File: src/rtl/j_rxer_pkg.sv
// Shared UART2 receive definitions: state encoding, frame geometry and the
// parity-check helper used when the parity bit is sampled.
package j_rxer_pkg;

  localparam int OVERSAMPLE = 16;
  localparam int DATA_BITS  = 8;
  localparam int PHASE_W    = $clog2(OVERSAMPLE);
  localparam int BITCNT_W   = $clog2(DATA_BITS);

  typedef enum logic [2:0] {
    RX_IDLE,
    RX_START,
    RX_DATA,
    RX_PARITY,
    RX_STOP,
    RX_BRKWAIT
  } rx_state_t;

  // Even mode wants data-plus-parity to hold an even count of ones, so any
  // odd total is an error; odd mode is the inverse.
  function automatic logic parity_error(input logic dataPar,
                                        input logic parBit,
                                        input logic evenMode);
    return (dataPar ^ parBit) ^ ~evenMode;
  endfunction

endpackage

File: src/rtl/j_rxer_rxsync.sv
// Metastability synchroniser for an asynchronous pin. The chain resets to 1
// so an idle-high serial line looks idle straight out of reset.
module j_rxsync #(
  parameter int STAGES = 2
) (
  input  logic i_clk,
  input  logic i_reset,
  input  logic i_en,
  input  logic i_async,
  output logic o_sync
);

  logic [STAGES-1:0] r_chain;

  // Shift the raw pin through the flop chain on each enabled clock.
  always_ff @(posedge i_clk) begin
    if (i_reset) begin
      r_chain <= '1;
    end else if (i_en) begin
      r_chain <= {r_chain[STAGES-2:0], i_async};
    end
  end

  assign o_sync = r_chain[STAGES-1];

endmodule

File: src/rtl/j_rxer.sv
// UART2 serial receiver: 16x oversampled start/data/parity/stop framing with
// sticky parity, framing, overrun and break flags for the register interface.
module j_rxer
  import j_rxer_pkg::*;
#(
  parameter int SYNC_STAGES = 2,
  parameter int MID_SAMPLE  = 7
) (
  input  logic                 sys_clk,
  input  logic                 reset,
  input  logic                 clk_ce,
  input  logic                 bx16,
  input  logic                 serin,
  input  logic                 rxpol,
  input  logic                 paren,
  input  logic                 even,
  input  logic                 u2drd,
  input  logic                 errclr,
  output logic [DATA_BITS-1:0] dout,
  output logic                 rbf,
  output logic                 perr,
  output logic                 ferr,
  output logic                 oerr,
  output logic                 rxbrk,
  output logic                 rxact
);

  localparam logic [PHASE_W-1:0]  MID_PHASE  = PHASE_W'(MID_SAMPLE);
  localparam logic [PHASE_W-1:0]  LAST_PHASE = PHASE_W'(OVERSAMPLE - 1);
  localparam logic [BITCNT_W-1:0] LAST_BIT   = BITCNT_W'(DATA_BITS - 1);

  rx_state_t            r_state;
  logic [PHASE_W-1:0]   r_phase;
  logic [BITCNT_W-1:0]  r_bitCnt;
  logic [DATA_BITS-1:0] r_shift;
  logic                 r_dataPar;
  logic                 r_parBit;
  logic                 r_parErr;
  logic [DATA_BITS-1:0] r_dout;
  logic                 r_rbf;
  logic                 r_perr;
  logic                 r_ferr;
  logic                 r_oerr;
  logic                 r_rxbrk;

  logic w_syncRx;
  logic w_rx;
  logic w_tick;
  logic w_mid;
  logic w_last;

  j_rxsync #(.STAGES(SYNC_STAGES)) u_sync (
    .i_clk   (sys_clk),
    .i_reset (reset),
    .i_en    (clk_ce),
    .i_async (serin),
    .o_sync  (w_syncRx)
  );

  assign w_rx   = w_syncRx ^ rxpol;
  assign w_tick = clk_ce & bx16;
  assign w_mid  = (r_phase == MID_PHASE);
  assign w_last = (r_phase == LAST_PHASE);

  // Frame FSM and datapath: advances only on oversample ticks, while the
  // host-side clears of rbf and the error flags act on every clock. Commit
  // updates are written last so they win over a same-cycle clear.
  always_ff @(posedge sys_clk) begin
    if (reset) begin
      r_state   <= RX_IDLE;
      r_phase   <= '0;
      r_bitCnt  <= '0;
      r_shift   <= '0;
      r_dataPar <= 1'b0;
      r_parBit  <= 1'b0;
      r_parErr  <= 1'b0;
      r_dout    <= '0;
      r_rbf     <= 1'b0;
      r_perr    <= 1'b0;
      r_ferr    <= 1'b0;
      r_oerr    <= 1'b0;
      r_rxbrk   <= 1'b0;
    end else begin
      if (u2drd) begin
        r_rbf <= 1'b0;
      end
      if (errclr) begin
        r_perr  <= 1'b0;
        r_ferr  <= 1'b0;
        r_oerr  <= 1'b0;
        r_rxbrk <= 1'b0;
      end
      if (w_tick) begin
        if (r_state == RX_IDLE) begin
          r_phase <= '0;
        end else begin
          r_phase <= r_phase + PHASE_W'(1);
        end
        unique case (r_state)
          RX_IDLE: begin
            if (!w_rx) begin
              r_state <= RX_START;
              r_phase <= PHASE_W'(1);
            end
          end
          RX_START: begin
            if (w_mid && w_rx) begin
              r_state <= RX_IDLE;
              r_phase <= '0;
            end else if (w_last) begin
              r_state   <= RX_DATA;
              r_bitCnt  <= '0;
              r_dataPar <= 1'b0;
            end
          end
          RX_DATA: begin
            if (w_mid) begin
              r_shift   <= {w_rx, r_shift[DATA_BITS-1:1]};
              r_dataPar <= r_dataPar ^ w_rx;
            end
            if (w_last) begin
              if (r_bitCnt == LAST_BIT) begin
                r_state <= paren ? RX_PARITY : RX_STOP;
              end else begin
                r_bitCnt <= r_bitCnt + BITCNT_W'(1);
              end
            end
          end
          RX_PARITY: begin
            if (w_mid) begin
              r_parBit <= w_rx;
              r_parErr <= parity_error(r_dataPar, w_rx, even);
            end
            if (w_last) begin
              r_state <= RX_STOP;
            end
          end
          RX_STOP: begin
            if (w_mid) begin
              r_dout  <= r_shift;
              r_rbf   <= 1'b1;
              r_perr  <= (r_perr & ~errclr) | (paren & r_parErr);
              r_ferr  <= (r_ferr & ~errclr) | ~w_rx;
              r_oerr  <= (r_oerr & ~errclr) | (r_rbf & ~u2drd);
              r_rxbrk <= (r_rxbrk & ~errclr)
                         | (~w_rx & (r_shift == '0) & (~paren | ~r_parBit));
              r_state <= w_rx ? RX_IDLE : RX_BRKWAIT;
              r_phase <= '0;
            end
          end
          RX_BRKWAIT: begin
            r_phase <= '0;
            if (w_rx) begin
              r_state <= RX_IDLE;
            end
          end
          default: begin
            r_state <= RX_IDLE;
            r_phase <= '0;
          end
        endcase
      end
    end
  end

  assign dout  = r_dout;
  assign rbf   = r_rbf;
  assign perr  = r_perr;
  assign ferr  = r_ferr;
  assign oerr  = r_oerr;
  assign rxbrk = r_rxbrk;
  assign rxact = (r_state != RX_IDLE);

endmodule

File: config.mk
export PLATFORM = sky130hd
export DESIGN_NAME = j_rxer
export DESIGN_NICKNAME = d
export VERILOG_FILES = /design/src/rtl/j_rxer_pkg.sv /design/src/rtl/j_rxer_rxsync.sv /design/src/rtl/j_rxer.sv
export SDC_FILE = /design/constraint.sdc
export NUM_CORES = 1
export LEC_CHECK = 0
export BUFFER_PORTS_ARGS = -buffer_cell sky130_fd_sc_hd__buf_2
export CAP_MARGIN = 20
export CORE_AREA = 3 3 75 70
export CTS_BUF_LIST = sky130_fd_sc_hd__clkbuf_4
export DETAILED_ROUTE_END_ITERATION = 8
export DIE_AREA = 0 0 78 73
export SYNTH_ARGS = -nofsm -noshare
export SYNTH_HDL_FRONTEND = slang
export SYNTH_SLANG_ARGS = --single-unit
File: constraint.sdc
create_clock -name sys_clk -period 1.8 [get_ports sys_clk]
set_input_delay 0.09 -clock sys_clk [delete_from_list [all_inputs] [get_ports sys_clk]]
set_output_delay 0.09 -clock sys_clk [all_outputs]
set_load 0.05 [all_outputs]
### Word-level counts from Yosys, hierarchy flattened

Index checks and enable logic that the tools add are counted.

| operators by class | value |
|---|---|
| multiplexer cells | 45 |
| add/subtract/negate cells | 2 |
| equality and inequality tests | 19 |
| reduce and logical (&&, ||, !) cells | 12 |
| bitwise operators | 23 |

Operators by type and width:

| kind | number |
|---|---|
| $mux W3 | 14 |
| $mux W1 | 23 |
| $ne A2 B2 Y1 const B | 10 |
| $pmux W3 S6 | 1 |
| $mux W4 | 4 |
| $pmux W4 S4 | 1 |
| $and A1 B1 Y1 | 9 |
| $eq A3 B3 Y1 const B | 3 |
| $reduce_and A3 Y1 | 3 |
| $logic_not A8 Y1 | 1 |
| $reduce_and A8 Y1 | 1 |
| $eq A3 B2 Y1 const B | 2 |
| $not A1 Y1 | 6 |
| $pmux W3 S2 | 1 |
| $reduce_and A6 Y1 | 1 |
| $or A1 B1 Y1 | 5 |
| $reduce_and A5 Y1 | 1 |
| $add A4 B1 Y4 const B | 1 |
| $eq A4 B3 Y1 const B | 1 |
| $eq A4 B4 Y1 const B | 1 |
| $add A3 B1 Y3 const B | 1 |
| $eq A3 B1 Y1 const B | 1 |
| $logic_not A3 Y1 | 1 |
| $ne A3 B3 Y1 const B | 1 |
| other kinds (6) | 8 |

| storage, ports and cells | value |
|---|---|
| word-level logic and storage cells | 115 |
| flip-flop bits (word level) | 36 |
| output and inout bits | 14 |

### Depth between registers and ports, before layout

Gate-level depths: netlist (run 1).

| depth | value |
|---|---|
| depth in word-level cells | 8 |
| depth in mapped cells | 6 |
| mapped depth without buffers | 6 |

### By module

From an unflattened synthesis (run 1), not the netlist that was laid out.

| second synthesis, totals | value |
|---|---|
| cells, all modules | 193 |
| area, all modules | 1,779.2 µm² |

By module, submodules not included:

| module | cells an instance | area each (µm²) | seq. area each (µm²) | times used |
|---|---|---|---|---|
| j_rxer | 187 | 1,709.1 | 680.7 | 1 |
| j_rxsync | 6 | 70.1 | 40.0 | 1 |

### Worst setup path before layout (run 1)

No wires, ideal clock.

| timing path | value |
|---|---|
| path kind | register to register |
| start point | register r_bitCnt[0] |
| end point | register r_bitCnt[0] |
| setup slack | -0.071 ns |
| path buffers | 0 |
| library setup time | 0.128 ns |
| arrival time | 1.744 ns |
| stages on the path, launching flop included | 7 |
| cells stage by stage | dfxtp_1 -> ha_1 -> ha_1 -> or3b_1 -> a2111oi_4 -> mux2i_1 -> nor2_1 |

| on the way | value |
|---|---|
| word-level cells in the longest chain between the ends | 4 |

RTL lines:

| what | line | RTL |
|---|---|---|
| start, declared | j_rxer.sv:34 | `logic [BITCNT_W-1:0] r_bitCnt;` |
| start signal, assigned | j_rxer.sv:125 | `r_bitCnt <= r_bitCnt + BITCNT_W'(1);` |
| $add A3 B1 Y3 | j_rxer.sv:125 |  |
| $mux W3 | j_rxer.sv:122 | `if (r_bitCnt == LAST_BIT) begin` |
| $mux W3 | j_rxer.sv:121 | `if (w_last) begin` |
| $pmux W3 S2 | j_rxer.sv:99 | `unique case (r_state)` |

Parallel ways exist; a longest one is shown, timed or not. The select of a mux whose other input is x is not followed.
A chain may end at the register's enable or synchronous reset.

### Worst setup path in the final report (run 1)

Same ends and word-level chain as after synthesis.

==> results of run 1 <==
## sequential cells by signal, summed over array words and instances (netlist names), 2 cells and up
name and cells:
dout 8, r_bitCnt 3, r_phase 4, r_shift 8
r_state 3, u_sync.r_chain 2
## report_power, final
group	total, µW	switching [µW]	internal [µW]
clock network	444	294	150
logic	151	89.7	61.6
registers	812	8.05	804
## worst paths after layout
check              startpoint          end  slack, ps  depth (start not counted)
setup / recovery  r_bitCnt[0]  r_bitCnt[0]        -60                          6
setup reg to reg  r_bitCnt[0]  r_bitCnt[0]        -60                          6
hold reg to reg         rxbrk        rxbrk        470                          2
hold / removal         errclr         ferr         30                          4
## timing repair
item | 4_1_cts | 5_1_grt
setup buffers | 1 | 0
endpoints found under the setup margin | 3 | 18
gates resized for setup | 6 | 4
gates cloned | 0 | 0
pin swaps | 3 | 4
hold endpoints to repair | 1 | 0
hold buffers | 1 | 0
## logic make-up after synthesis
family,count (synthesis)
mux,21
fa+ha+maj,3
simple gates,80
buf+inv,16
flops,36
compound gates,37
xor+xnor,4
## per-layer routing
metal,wire length [µm],GRT usage
met5,0,0
met4,41,0.04078
met3,158,0.05309
met2,1655,0.1987
met1,1878,0.1909
## metrics by stage
| stage | util | instance area [µm²] |
|---|---|---|
| 6_report | 0.4922 | 2210 |
| 3_3_place_gp | 0.4632 | 2079 |
| 5_1_grt | 0.4922 | 2210 |
| 2_1_floorplan | - | 1798 |
| 4_1_cts | 0.4858 | 2181 |
| 3_5_place_dp | 0.4632 | 2079 |
## final cells by class
type                    count  area [µm²]
repair buffers             42       272.8
clock inverters             3       18.77
flip-flops and latches     36       723.2
inverters                   5       18.77
well taps                  62       77.57
multi-input cells         145        1061
fillers                   447        2280
clock buffers               5       37.54
## cell usage in the layout (no fill, tap or decap), drive strengths merged, types with 4 or more instances in the layout
master	synthesis	layout
nand2	7	7
dfxtp	36	36
nor3	4	4
or3b	4	4
o21ai	4	4
mux2i	21	21
nand2b	9	9
clkbuf	7	5
nand3	6	6
nor2	29	29
a21oi	13	13
buf	4	41
inv	5	5
nor2b	4	4
## worst min-delay path, cell delays in order
cell	delay, ps
buf_2	70
inv_1	60
nand2_1	60
a21oi_1	50
==> results.sh, run 1 <==
export IMPL_fin_ws_ps=-55.69
export IMPL_cpMostUsedCell="ha_4"
export IMPL_wl_per_cell_um=12.53
export IMPL_cts_buffer_depth=2
export IMPL_power_density_mw_per_mm2=636.7
export IMPL_drc_errors=0
export IMPL_chipHeight_um=73
export IMPL_min_path_type="input pin to flop"
export IMPL_setup_viol=2
export IMPL_wl_mm=3.733
export IMPL_grt_overflow=0
export IMPL_htreeDepth=2
export IMPL_p_leak_uw=0.0008322
export IMPL_slowest_stage="a2111oi_4"
export IMPL_floorplan_rows=23
export IMPL_clock_skew_ps=7.356
export IMPL_place_port_buffers=23
export IMPL_cpPeakStageDelay_ps=420
export IMPL_numCtsBuffers=5
export IMPL_crit_required_ps=2020
export IMPL_gp_congestion=0.7940
export IMPL_violations="negative setup slack"
export IMPL_slew_violations=0
export IMPL_relSlewSlack=0.5333
export IMPL_grt_pass1_wl_mm=6.168
export IMPL_grt_pass1_vias=1275
export IMPL_yosys_area_top_type="dfxtp_1"
export IMPL_synth_common_cells="36 x dfxtp_1, 29 x nor2_1, 21 x mux2i_1, 13 x a21oi_1, 9 x nand2b_1"
export IMPL_async_flop_share=0
export IMPL_track_usage=0.1378
export IMPL_avgSynthCellArea_um2=9.082
export IMPL_hold_worst_slack_ps=26.08
export IMPL_yosysUniqueCellTypes=44
export IMPL_cts_sinks=36
export IMPL_ant_nets=0
export IMPL_critical_path_class="flop to flop"
export IMPL_dpl_worst_slack_ps=-127.4
export IMPL_power_uw=1407
export IMPL_synth_enable_flop_cells=0
export IMPL_min_period_ps=1856
export IMPL_nets=248
export IMPL_yosysSeqAreaShare=0.4028
export IMPL_critical_path_max_fanout=5
export IMPL_rsz0062_at_grt="yes"
export IMPL_cap_violations=0
export IMPL_drt_iter0_drc=115
export IMPL_ios=24
export IMPL_synth_xor_area_share=0.01958
export IMPL_cts_root_buf="clkbuf_4"
export IMPL_path_clk_slew_ps=110
export IMPL_drt_pass1_iterations=4
export IMPL_crit_arrival_ps=2080
export IMPL_synth_top_family_by_area="simple AND/OR/NAND/NOR gates"
export IMPL_antenna_cells=0
export IMPL_critical_path_top_delay_family="simple AND/OR/NAND/NOR gates"
export IMPL_path_buf_inv=0
export IMPL_synth_top_area_frac=0.4028
export IMPL_yosys_cell_count_top_type="dfxtp_1"
export IMPL_clkLatencyLatePin_ps=350
export IMPL_fp_dieArea_mm2=0.005694
export IMPL_synthCells=197
export IMPL_max_freq_mhz=538.9
export IMPL_cts_tree="built"
export IMPL_setup_tns_final_ps=-65.25
export IMPL_vias=1491
export IMPL_die_w_um=78
export IMPL_synth_compound_area_frac=0.1483
export IMPL_start_util=0.3986
export IMPL_synth_warning_count=0
export IMPL_outcome="finished with violations"
export IMPL_dp_cells=288
export IMPL_synth_flop_cell="dfxtp_1"
export IMPL_finalNonFillerCells=298
export IMPL_area_delta_synth_final_pct=23.50
export IMPL_cp_cell_sequence="ha_4 -> ha_4 -> or3b_4 -> a2111oi_4 -> mux2i_1 -> nor2_1"
export IMPL_antenna_found_initial=0
export IMPL_ir_drop_mv=0.4397
export IMPL_synth_net_count=210
export IMPL_synth_seq_cells=36
export IMPL_viasPerCell=5.003
export IMPL_end_kind="flop"
export IMPL_worst_pin_slew_ps=700.1
export IMPL_synthAdderAreaFrac=0.02098
export IMPL_syn_cell_area_mm2=0.001789
export IMPL_post_route_period_util=1.031
export IMPL_hpwl_mm=2.624
export IMPL_cp_start_kind="flop"
export IMPL_hold_violations=0
export IMPL_drive_gt1_frac=0.2669
export IMPL_synthSimpleGateAreaFrac=0.2517
export IMPL_grt_max_degree=40
export IMPL_synthTopCellsByArea="dfxtp_1 40%, mux2i_1 12%, nor2_1 6.1%, a21oi_1 3.6%, nand2b_1 3.1%"
export IMPL_core_mm2=0.004489
export IMPL_synth_mux_area_frac=0.1175
(Power assumes the default switching activity.)
==> inputs of run 2 (changes only) <==
ABC_CLOCK_PERIOD_IN_PS = 1530   (was unset)
clock period = 1.53 ns   (was 1.8 ns; I/O delays follow)
==> run 2 against run 1 <==
- the flow still finishes with violations (negative setup slack)
- sequential cell count unchanged
- worst setup slack lost 300 ps
- cell area is 9.5% higher
- non-clock buffer count rose by 14
- clock-buffer cell count increased by 1
- combinational power rose by 41%
==> results.sh, run 2 (same netlist as run 1, synthesis figures left out) <==
export IMPL_start_util=0.3986
export IMPL_drt_iter0_drc=47
export IMPL_cts_sinks=36
export IMPL_slowest_stage="a2111oi_4"
export IMPL_cpMostUsedCell="ha_4"
export IMPL_antenna_found_initial=0
export IMPL_post_route_period_util=1.233
export IMPL_floorplan_rows=23
export IMPL_min_period_ps=1887
export IMPL_htreeDepth=2
export IMPL_p_sw_uw=450.0
export IMPL_hpwl_mm=2.722
export IMPL_place_port_buffers=23
export IMPL_seqPwrFrac=0.568
export IMPL_r2r_setup_slack_ps=-360
export IMPL_rsz0062_at_grt="yes"
export IMPL_chipHeight_um=73
export IMPL_drt_pass1_iterations=4
export IMPL_wl_per_cell_um=12.81
export IMPL_clkLatencyLatePin_ps=340
export IMPL_hold_worst_slack_ps=32.42
export IMPL_finalNonFillerCells=312
export IMPL_ant_nets=0
export IMPL_slew_violations=0
export IMPL_die_w_um=78
export IMPL_nets=262
export IMPL_gp_congestion=0.7304
export IMPL_area_delta_synth_final_pct=35.24
export IMPL_cap_violations=0
export IMPL_critical_path_max_fanout=5
export IMPL_min_path_type="input pin to flop"
export IMPL_dp_cells=299
export IMPL_cp_cell_sequence="ha_4 -> ha_4 -> or3b_4 -> a2111oi_4 -> mux2i_1 -> nor2_1"
export IMPL_power_uw=1684
export IMPL_cts_tree="built"
export IMPL_max_freq_mhz=529.9
export IMPL_hold_violations=0
export IMPL_relSlewSlack=0.5236
export IMPL_intPower_uw=1234
export IMPL_antenna_cells=0
export IMPL_cpPeakStageDelay_ps=420
export IMPL_vias=1560
export IMPL_viasPerCell=5.000
export IMPL_path_buf_inv=0
export IMPL_critical_path_top_delay_family="simple AND/OR/NAND/NOR gates"
export IMPL_cts_buffer_depth=2
export IMPL_cp_start_kind="flop"
export IMPL_wl_mm=3.996
export IMPL_setup_viol=24
export IMPL_ios=24
export IMPL_drc_errors=0
export IMPL_grt_max_degree=40
export IMPL_drive_gt1_frac=0.3680
export IMPL_power_density_mw_per_mm2=695.7
export IMPL_cts_root_buf="clkbuf_4"
export IMPL_p_leak_uw=0.0009242
export IMPL_clkPwrFrac=0.305
export IMPL_path_clk_slew_ps=110
export IMPL_fin_ws_ps=-357.1
export IMPL_grt_pass1_vias=1346
export IMPL_grt_pass1_wl_mm=6.230
export IMPL_crit_arrival_ps=2100
export IMPL_track_usage=0.1394
export IMPL_violations="negative setup slack"
export IMPL_most_common_layout_cells="29 x nor2_1, 29 x dfxtp_1, 25 x buf_4"
export IMPL_end_kind="flop"
export IMPL_clock_skew_ps=8.809
export IMPL_outcome="finished with violations"
export IMPL_ir_drop_mv=0.4850
export IMPL_grt_overflow=0
export IMPL_numCtsBuffers=5
export IMPL_core_mm2=0.004489
export IMPL_switching_share=0.2673
export IMPL_critical_path_class="flop to flop"
export IMPL_worst_pin_slew_ps=714.5
export IMPL_crit_required_ps=1740
export IMPL_fp_dieArea_mm2=0.005694
export IMPL_p_comb_frac=0.127
==> run 2: cell count changes in the layout (fill, tap and decap cells not counted), moves of 2 or more <==
| cell | previous run | this run |
|---|---|---|
| buf_4 | 17 | 25 |
| dfxtp_1 | 34 | 29 |
| buf_6 | 0 | 6 |
| a21oi_2 | 0 | 2 |
| dfxtp_2 | 2 | 6 |
| a21oi_1 | 13 | 11 |
| clkinv_2 | 2 | 0 |
==> run 2: final timing paths <==
path / cells after the start / start / to
setup / recovery: 6 / r_bitCnt[1] / r_bitCnt[0]
hold / removal: 4 / errclr / ferr
setup reg to reg: 6 / r_bitCnt[1] / r_bitCnt[0]
hold reg to reg: 2 / rxbrk / rxbrk
==> run 2: per-layer routing <==
layer  GRT usage  vias up  part of all wire
li1            -      811                 -
met1      0.1917      722              0.51
met2      0.2082       21              0.44
met3     0.04321        6             0.032
met4     0.04660        0             0.012
met5           0        -                 0
==> run 2: per-stage QoR <==
stage	util	cell area [µm²]	setup slack, ps	setup TNS, ps
after floorplan	-	1852	-236.5	-1239
after global placement	0.4955	2225	-308.8	-2484
after detailed placement	0.4955	2225	-350.7	-2775
after CTS	0.5223	2345	-365.5	-2468
after global routing	0.5390	2420	-402.8	-4205
final	0.5390	2420	-357.1	-2439
==> run 2: power by group through the flow <==
stage               combinational (µW)  sequential, µW  clock (µW)
finish                             213             957         514
global route                       231             958         572
CTS                                198             956         530
detailed placement                 186             976           0
global placement                   186             976           0
floorplan                          110             976           0
==> run 2: layout make-up <==
class / count / area (µm²)
Fill cell: 433 / 2069
Multi-Input combinational cell: 145 / 1120
Sequential cell: 36 / 732.0
Timing Repair Buffer: 56 / 415.4
Tap cell: 62 / 77.57
Clock buffer: 6 / 45.04
Inverter: 5 / 18.77
Clock inverter: 2 / 11.26
==> run 2: worst min-delay path: stages <==
cell     delay, ps
buf_2           70
inv_1           70
nand2_1         60
a21oi_1         50
==> run 2: what timing repair did <==
action	CTS	global route
resized for setup	13	12
pin swaps	5	5
buffers inserted	2	2
endpoints found under the hold margin	1	0
hold buffers	1	0
endpoints found under the setup margin	34	34
